--- config.mk ---
export PLATFORM = sky130hd
export DESIGN_NAME = fetch_unit
export DESIGN_NICKNAME = d
export VERILOG_FILES = /design/src/rtl/fetch_unit.sv
export SDC_FILE = /design/constraint.sdc
export NUM_CORES = 1
export LEC_CHECK = 0
export ABC_AREA = 1
export CORE_MARGIN = 5
export CORE_UTILIZATION = 30
export CTS_CLUSTER_DIAMETER = 100
export DETAILED_ROUTE_END_ITERATION = 6
export GPL_ROUTABILITY_DRIVEN = 0
export GPL_TIMING_DRIVEN = 0
export SYNTH_ARGS = -nofsm -noshare
export SYNTH_HDL_FRONTEND = slang
export SYNTH_SLANG_ARGS = --single-unit
export TNS_END_PERCENT = 20
--- constraint.sdc ---
create_clock -name clk -period 1.95 [get_ports clk]
set_input_delay 0.39 -clock clk [delete_from_list [all_inputs] [get_ports clk]]
set_output_delay 0.39 -clock clk [all_outputs]
set_load 0.02 [all_outputs]
--- src/rtl/fetch_unit.sv ---
// Instruction-fetch stage: owns the PC, issues imem requests,
// skid-buffers one response under stall and redirects on branches.
module fetch_unit #(
  parameter int unsigned  N        = 32,
  parameter logic [N-1:0] RESET_PC = '0,
  parameter logic [N-1:0] STEP     = N'(4),
  parameter logic [31:0]  NOP      = 32'h00000013
) (
  input  logic         clk,
  input  logic         rst,
  input  logic         stall,
  input  logic         branch_taken,
  input  logic [N-1:0] branch_target,
  output logic         imem_req,
  output logic [N-1:0] imem_addr,
  input  logic         imem_ready,
  input  logic [31:0]  imem_rdata,
  output logic [N-1:0] fetch_pc,
  output logic [31:0]  fetch_instr,
  output logic         fetch_valid,
  output logic         flush_out
);

  typedef enum logic [1:0] {
    IDLE,
    FETCH,
    HOLD
  } state_t;

  typedef struct packed {
    logic [N-1:0] pc;
    logic [31:0]  instr;
  } skid_t;

  state_t       state_q, state_d;
  logic [N-1:0] pc_q, pc_d;
  skid_t        skid_q, skid_d;
  logic [N-1:0] fpc_d;
  logic [31:0]  finstr_d;
  logic         fvalid_d;
  logic         flush_d;

  assign imem_req  = (state_q == FETCH);
  assign imem_addr = pc_q;

  always_ff @(posedge clk or negedge rst) begin
    if (!rst) begin
      state_q     <= IDLE;
      pc_q        <= RESET_PC;
      skid_q      <= '0;
      fetch_pc    <= '0;
      fetch_instr <= NOP;
      fetch_valid <= 1'b0;
      flush_out   <= 1'b0;
    end else begin
      state_q     <= state_d;
      pc_q        <= pc_d;
      skid_q      <= skid_d;
      fetch_pc    <= fpc_d;
      fetch_instr <= finstr_d;
      fetch_valid <= fvalid_d;
      flush_out   <= flush_d;
    end
  end

  always_comb begin
    state_d  = state_q;
    pc_d     = pc_q;
    skid_d   = skid_q;
    fpc_d    = fetch_pc;
    finstr_d = fetch_instr;
    fvalid_d = fetch_valid;
    flush_d  = 1'b0;
    if (state_q == IDLE) begin
      state_d = FETCH;
    end else if (branch_taken) begin
      // redirect wins over stall, skid contents and any same-cycle response
      state_d  = FETCH;
      pc_d     = {branch_target[N-1:2], 2'b00};
      skid_d   = '0;
      fvalid_d = 1'b0;
      finstr_d = NOP;
      flush_d  = 1'b1;
    end else if (state_q == HOLD) begin
      if (!stall) begin
        state_d  = FETCH;
        fpc_d    = skid_q.pc;
        finstr_d = skid_q.instr;
        fvalid_d = 1'b1;
        pc_d     = pc_q + STEP;
      end
    end else begin
      unique case (1'b1)
        imem_ready && !stall: begin
          fpc_d    = pc_q;
          finstr_d = imem_rdata;
          fvalid_d = 1'b1;
          pc_d     = pc_q + STEP;
        end
        imem_ready && stall: begin
          skid_d.pc    = pc_q;
          skid_d.instr = imem_rdata;
          state_d      = HOLD;
        end
        !imem_ready && !stall: begin
          fvalid_d = 1'b0;
          finstr_d = NOP;
        end
        default: begin
        end
      endcase
    end
  end

endmodule

==> results of run 1 <==
metrics by stage:
stage          cell area [um2]  hold WS, ns  worst slack, ns
6_report                 10600        0.486           0.0498
4_1_cts                  10600        0.490           0.0112
5_1_grt                  10600        0.505          0.00338
3_5_place_dp             10000        0.382           -0.257
2_1_floorplan             7940       0.0944            0.319
3_3_place_gp              9990        0.466            -6.29
cell usage after synthesis (all sizes together):
cell | number | area [um2]
a21oi | 48 | 240
a22oi | 3 | 22.5
a2bb2oi | 1 | 8.76
a31oi | 1 | 6.26
a32o | 6 | 60.1
and2 | 1 | 6.26
buf | 40 | 273
clkbuf | 17 | 63.8
conb | 1 | 3.75
dfrtp | 157 | 3930
dfstp | 3 | 78.8
ha | 1 | 12.5
inv | 119 | 447
mux2i | 1 | 10.0
nand2 | 266 | 1060
nand3 | 32 | 160
nand3b | 1 | 7.51
nand4 | 2 | 12.5
nor2 | 86 | 438
nor3 | 1 | 5.00
o211ai | 1 | 7.51
o21ai | 166 | 831
o22ai | 37 | 231
o31ai | 1 | 7.51
or2 | 1 | 6.26
xnor2 | 1 | 8.76
state kept, by name, indices dropped and copies added, names as in the netlist:
name	cells
fetch_instr	32
skid_q	63
state_q	2
flush_out	1
imem_addr	30
fetch_pc	31
fetch_valid	1
cell families (layout without fill, tap and decap cells):
| family | count (synthesis) | count (layout) | share of synthesized area, % |
|---|---|---|---|
| and+or+nand+nor | 390 | 390 | 21.4 |
| AOI/OAI and AO/OA | 264 | 264 | 17.8 |
| buffers and inverters | 176 | 373 | 9.87 |
| DFF | 160 | 160 | 50.5 |
| adders and majority gates | 1 | 1 | 0.158 |
| other | 1 | 2 | 0.0472 |
| xor gates and xnor gates | 1 | 1 | 0.110 |
| muxes | 1 | 1 | 0.126 |
routing by layer:
layer	vias up	GRT usage [%]
met3	23	3.82
li1	3594	-
met1	3420	23.8
met5	-	0
met2	227	26.6
met4	2	4.13
cells in the final DEF (no fill, tap or decap), drive strengths merged, types with 32 or more instances in the layout:
master	synthesis	layout
a21oi	48	48
buf	40	43
clkbuf	17	36
clkdlybuf4s50	0	129
dfrtp	157	157
inv	119	121
nand2	266	266
nand3	32	32
nor2	86	86
o21ai	166	166
o22ai	37	37
final timing paths:
kind / endpoint / slack [ns] / cells past startpoint
max reg2reg: imem_addr[22]$_DFFE_PN0P_ / 0.17 / 10
max in group asynchronous: skid_q[53]$_DFFE_PN0P_ / 0.58 / 3
min in group asynchronous: fetch_instr[28]$_DFFE_PN0P_ / 0.50 / 2
min: fetch_pc[20]$_DFFE_PN0P_ / 0.49 / 2
min reg2reg: fetch_pc[20]$_DFFE_PN0P_ / 0.49 / 2
max: imem_addr[5] / 0.05 / 1
repair_timing:
action / CTS / global route
resized for setup: 33 / 3
cloned: 0 / 0
pin swaps: 0 / 0
hold buffers: 1 / 0
setup endpoints to repair: 32 / 7
hold endpoints to repair: 65 / 0
power by group:
part | total, mW | internal [mW] | leakage, nW | switching (mW)
Sequential | 4.13 | 3.74 | 2.05 | 0.392
Clock | 3.56 | 2.15 | 0.302 | 1.41
Combinational | 2.57 | 1.04 | 2.39 | 1.53
area by class of cell:
class	count	area, um2	share of cell area, %
clock inverters	13	186	1.76
well taps	335	419	3.95
clock buffers	19	433	4.08
repair buffers	165	1640	15.4
multi-input cells	659	3150	29.7
inverters	119	447	4.20
plain buffers	57	337	3.17
flip-flops and latches	160	4010	37.8
==> impl_metrics.py, run 1 <==
metrics = {
    "outcome": {
        "status": "finished, final reports clean",
    },
    "clocking": {
        "cts_sinks": 160,
        "clkLatencyLatePin_ns": 0.43,
        "post-cts-setup-buffers": 0,
        "cts_tree": "done",
        "htree_levels": 4,
        "clk_pin_slew_ns": 0.06,
        "clock_path_buffers": 2,
        "cts-buffers-inserted": 17,
        "cts-root-buf": "clkbuf_16",
    },
    "critical_path": {
        "cp-startpoint": "imem_addr[5]$_DFFE_PN0P_",
        "worstPathRequired_ns": 1.56,
        "r2r-start": "imem_addr[2]$_DFFE_PN0P_",
        "crit_slowest_cell": "clkdlybuf4s50_1",
        "worst-path-buf-inv": 1,
        "crit_arrival_ns": 1.51,
        "critical_path.cell_chain": "clkdlybuf4s50_1",
        "crit_family": "buffers and inverters",
        "slowest_delay_ns": 0.66,
        "crit_fanout": 5,
        "end_kind": "output port",
        "critPathKind": "reg2out",
        "cp-start-kind": "flop",
    },
    "place": {
        "dp_hpwl_um": 19000,
        "dp_cells": 1494,
        "portBuffers": 163,
    },
    "drt": {
        "route.detailed.drc": 0,
        "met1_length_um": 12100,
        "first_pass_iters": 5,
        "dr.max_layer_used": "met5",
        "antenna_left": 0,
        "viasPerCell": 4.76,
        "met2_length_um": 11700,
        "vias": 7266,
        "wirelength_um": 25600,
        "routedWlPerCell_um": 16.8,
        "drt_iter0_drc": 446,
        "met3_length_um": 1490,
    },
    "timing": {
        "skew_ns": 0.00864,
        "worst_slew_pin_slew_ns": 0.687,
        "fmax_ghz": 0.526,
        "hold_viol_final": 0,
        "fin_tns_setup_ns": 0,
        "rsz0062_at_grt": "false",
        "finalCritPeriodShare_pct": 97.4,
        "setup_violations": 0,
        "period_needed_ns": 1.90,
        "relSlewSlack_pct": 54.2,
        "drv_slew": 0,
    },
    "global_routing": {
        "grt-ovfl-total": 0,
        "grt_max_degree": 96,
        "gr-usage-all-layers_pct": 16.9,
        "grt_pass1_wl_um": 40400,
        "antenna_found_initial": 1,
        "grt_pass1_vias": 7193,
    },
    "synth": {
        "ys_seq_elements": 160,
        "yosysSeqAreaShare_pct": 50.5,
        "yosysWarningCount": 0,
        "syn_avg_cell_area_um2": 7.99,
        "synthCells": 994,
        "synth.distinct_cells": 35,
        "synth.cell_area_mm2": 0.00794,
    },
    "floorplan": {
        "dieArea_mm2": 0.0298,
        "io_pins": 168,
        "die_h_um": 173,
        "start_util_pct": 30.5,
        "placementRows": 59,
        "die_w_um": 173,
        "core_mm2": 0.0261,
    },
    "power_and_ir_drop": {
        "total_power_mw": 10.3,
        "irDropWorstVdd_mv": 0.518,
        "p_leak_nw": 4.74,
        "powerDensity_mw_per_mm2": 966,
    },
    "final_layout": {
        "syn_to_final_growth_pct": 33.8,
        "layout-drive-gt1-share_pct": 10.3,
        "n_antenna_cell": 0,
        "instances_no_fill": 1527,
        "fill_cells": 2656,
        "utilization_pct": 40.8,
        "final_nets": 1249,
    },
    "flow_run": {
        "drv_cap": 0,
    },
    "hold_path": {
        "hold_class": "reg2reg",
        "min_from": "fetch_pc[20]$_DFFE_PN0P_",
    },
}
Note: power is estimated with default switching activity, not from simulation.
==> inputs of run 2 (changes only) <==
Settings changed: CTS_BUF_LIST from default to sky130_fd_sc_hd__clkbuf_4 sky130_fd_sc_hd__clkbuf_8 sky130_fd_sc_hd__clkbuf_16.
==> run 2 against run 1 <==
  * Sequential power about the same
  * Total power rose by 0.27%
  * Sequential share of layout area hardly changed
  * Clock power about the same
  * First-iteration DRC count decreased by 4.0%
  * Fmax about the same
  * Flip-flop and latch count unchanged
  * Non-clock buffer count stayed put
  * Wire length barely moved
  * Core utilization hardly changed
  * Hold slack barely moved
==> impl_metrics.py, run 2 (synthesized netlist as in run 1, its figures left out) <==
metrics = {
    "drt": {
        "routedWlPerCell_um": 16.8,
        "first_pass_iters": 5,
        "viasPerCell": 4.77,
        "drt_iter0_drc": 428,
        "vias": 7285,
        "wirelength_um": 25700,
        "antenna_left": 0,
        "route.detailed.drc": 0,
    },
    "final_layout": {
        "final_common_cell": "nand2_1",
        "utilization_pct": 40.8,
        "final_nets": 1249,
        "reg_top3": "skid_q (63), fetch_instr (32), fetch_pc (31)",
        "syn_to_final_growth_pct": 33.9,
        "fill_cells": 2656,
        "layout-drive-gt1-share_pct": 10.5,
        "regMostFlops": "skid_q",
        "n_antenna_cell": 0,
        "final_cell_mix": "nand2_1 (247), dfrtp_1 (154), clkdlybuf4s50_1 (129)",
        "largest_reg_flops": 63,
    },
    "timing": {
        "relSlewSlack_pct": 54.5,
        "skew_ns": 0.00796,
        "finalCritPeriodShare_pct": 97.5,
        "hold_viol_final": 0,
        "drv_slew": 0,
        "setup_violations": 0,
        "worst_slew_pin_slew_ns": 0.683,
        "period_needed_ns": 1.90,
        "fmax_ghz": 0.526,
        "rsz0062_at_grt": "false",
        "timing.hold.ws_ns": 0.486,
    },
    "global_routing": {
        "gr-usage-all-layers_pct": 16.9,
        "antenna_found_initial": 1,
        "grt_pass1_vias": 7185,
        "grt_max_degree": 96,
        "grt_pass1_wl_um": 40400,
        "grt-ovfl-total": 0,
    },
    "critical_path": {
        "crit_fanout": 5,
        "cp-start-kind": "flop",
        "worst-path-buf-inv": 1,
        "end_kind": "output port",
        "crit_arrival_ns": 1.51,
        "crit_slowest_cell": "clkdlybuf4s50_1",
        "critPathKind": "reg2out",
        "slowest_delay_ns": 0.66,
        "crit_family": "buffers and inverters",
        "critical_path.cell_chain": "clkdlybuf4s50_1",
        "worstPathRequired_ns": 1.56,
    },
    "floorplan": {
        "die_h_um": 173,
        "core_mm2": 0.0261,
        "die_w_um": 173,
        "start_util_pct": 30.5,
        "io_pins": 168,
        "dieArea_mm2": 0.0298,
        "placementRows": 59,
    },
    "place": {
        "dp_hpwl_um": 19000,
        "portBuffers": 163,
    },
    "clocking": {
        "cts_tree": "done",
        "htree_levels": 4,
        "cts-buffers-inserted": 17,
        "clk_pin_slew_ns": 0.06,
        "post-cts-setup-buffers": 0,
        "cts_sinks": 160,
        "cts-root-buf": "clkbuf_16",
        "clock_path_buffers": 2,
        "clkLatencyLatePin_ns": 0.43,
    },
    "outcome": {
        "status": "finished, final reports clean",
    },
    "power_and_ir_drop": {
        "powerDensity_mw_per_mm2": 967,
        "p_leak_nw": 4.75,
        "irDropWorstVdd_mv": 0.518,
        "total_power_mw": 10.3,
    },
    "hold_path": {
        "hold_class": "reg2reg",
    },
    "flow_run": {
        "drv_cap": 0,
    },
}
==> run 2: cell types whose count changed in the layout (fill, tap and decap cells not counted) <==
cell      change
clkbuf_4      +2
clkbuf_1      -2
==> run 2: metrics by stage <==
step                std cells  setup WS (ns)  instance area [um2]  TNS [ns]
detailed placement       1494         -0.257                10000    -14.33
CTS                      1527         0.0112                10600         0
global placement         1493          -6.29                 9990  -1010.06
floorplan                 995          0.319                 7940         0
global route             1527        0.00338                10600         0
finish                   1527         0.0494                10600         0
==> run 2: final timing paths <==
kind | from | end | slack, ns | cells past startpoint
max | imem_addr[5]$_DFFE_PN0P_ | imem_addr[5] | 0.05 | 1
min | fetch_pc[20]$_DFFE_PN0P_ | fetch_pc[20]$_DFFE_PN0P_ | 0.49 | 2
max reg2reg | imem_addr[2]$_DFFE_PN0P_ | imem_addr[22]$_DFFE_PN0P_ | 0.16 | 10
min reg2reg | fetch_pc[20]$_DFFE_PN0P_ | fetch_pc[20]$_DFFE_PN0P_ | 0.49 | 2
max in group asynchronous | rst | skid_q[53]$_DFFE_PN0P_ | 0.58 | 3
min in group asynchronous | rst | fetch_instr[28]$_DFFE_PN0P_ | 0.50 | 2
==> run 2: where the power goes <==
part	internal (mW)	switching [mW]	total [mW]	leakage, nW
Clock	2.18	1.41	3.58	0.309
Combinational	1.04	1.53	2.57	2.39
Sequential	3.74	0.393	4.13	2.05
==> run 2: layout make-up <==
class	count	area [um2]	area share, %
plain buffers	57	337	3.17
multi-input cells	659	3150	29.6
clock inverters	13	186	1.75
repair buffers	165	1640	15.4
clock buffers	19	440	4.14
inverters	119	447	4.20
well taps	335	419	3.94
flip-flops and latches	160	4010	37.7
==> run 2: worst min-delay path, delay by kind of cell (launching register included) <==
kind             cells  cell delay (ns)
flip-flops           1             0.34
AO/OA/AOI/OAI        1             0.06
AND/OR/NAND/NOR      1             0.05
==> run 2: repair_timing <==
action | CTS | global route
hold buffers | 1 | 0
setup endpoints to repair | 32 | 7
resized for setup | 33 | 3
hold endpoints to repair | 65 | 0
==> run 2: per-layer routing <==
metal  track usage (%)  wire length [um]
met3              3.82              1500
met5                 0                13
met2              26.5             11700
met1              23.8             12000
met4              4.13               383
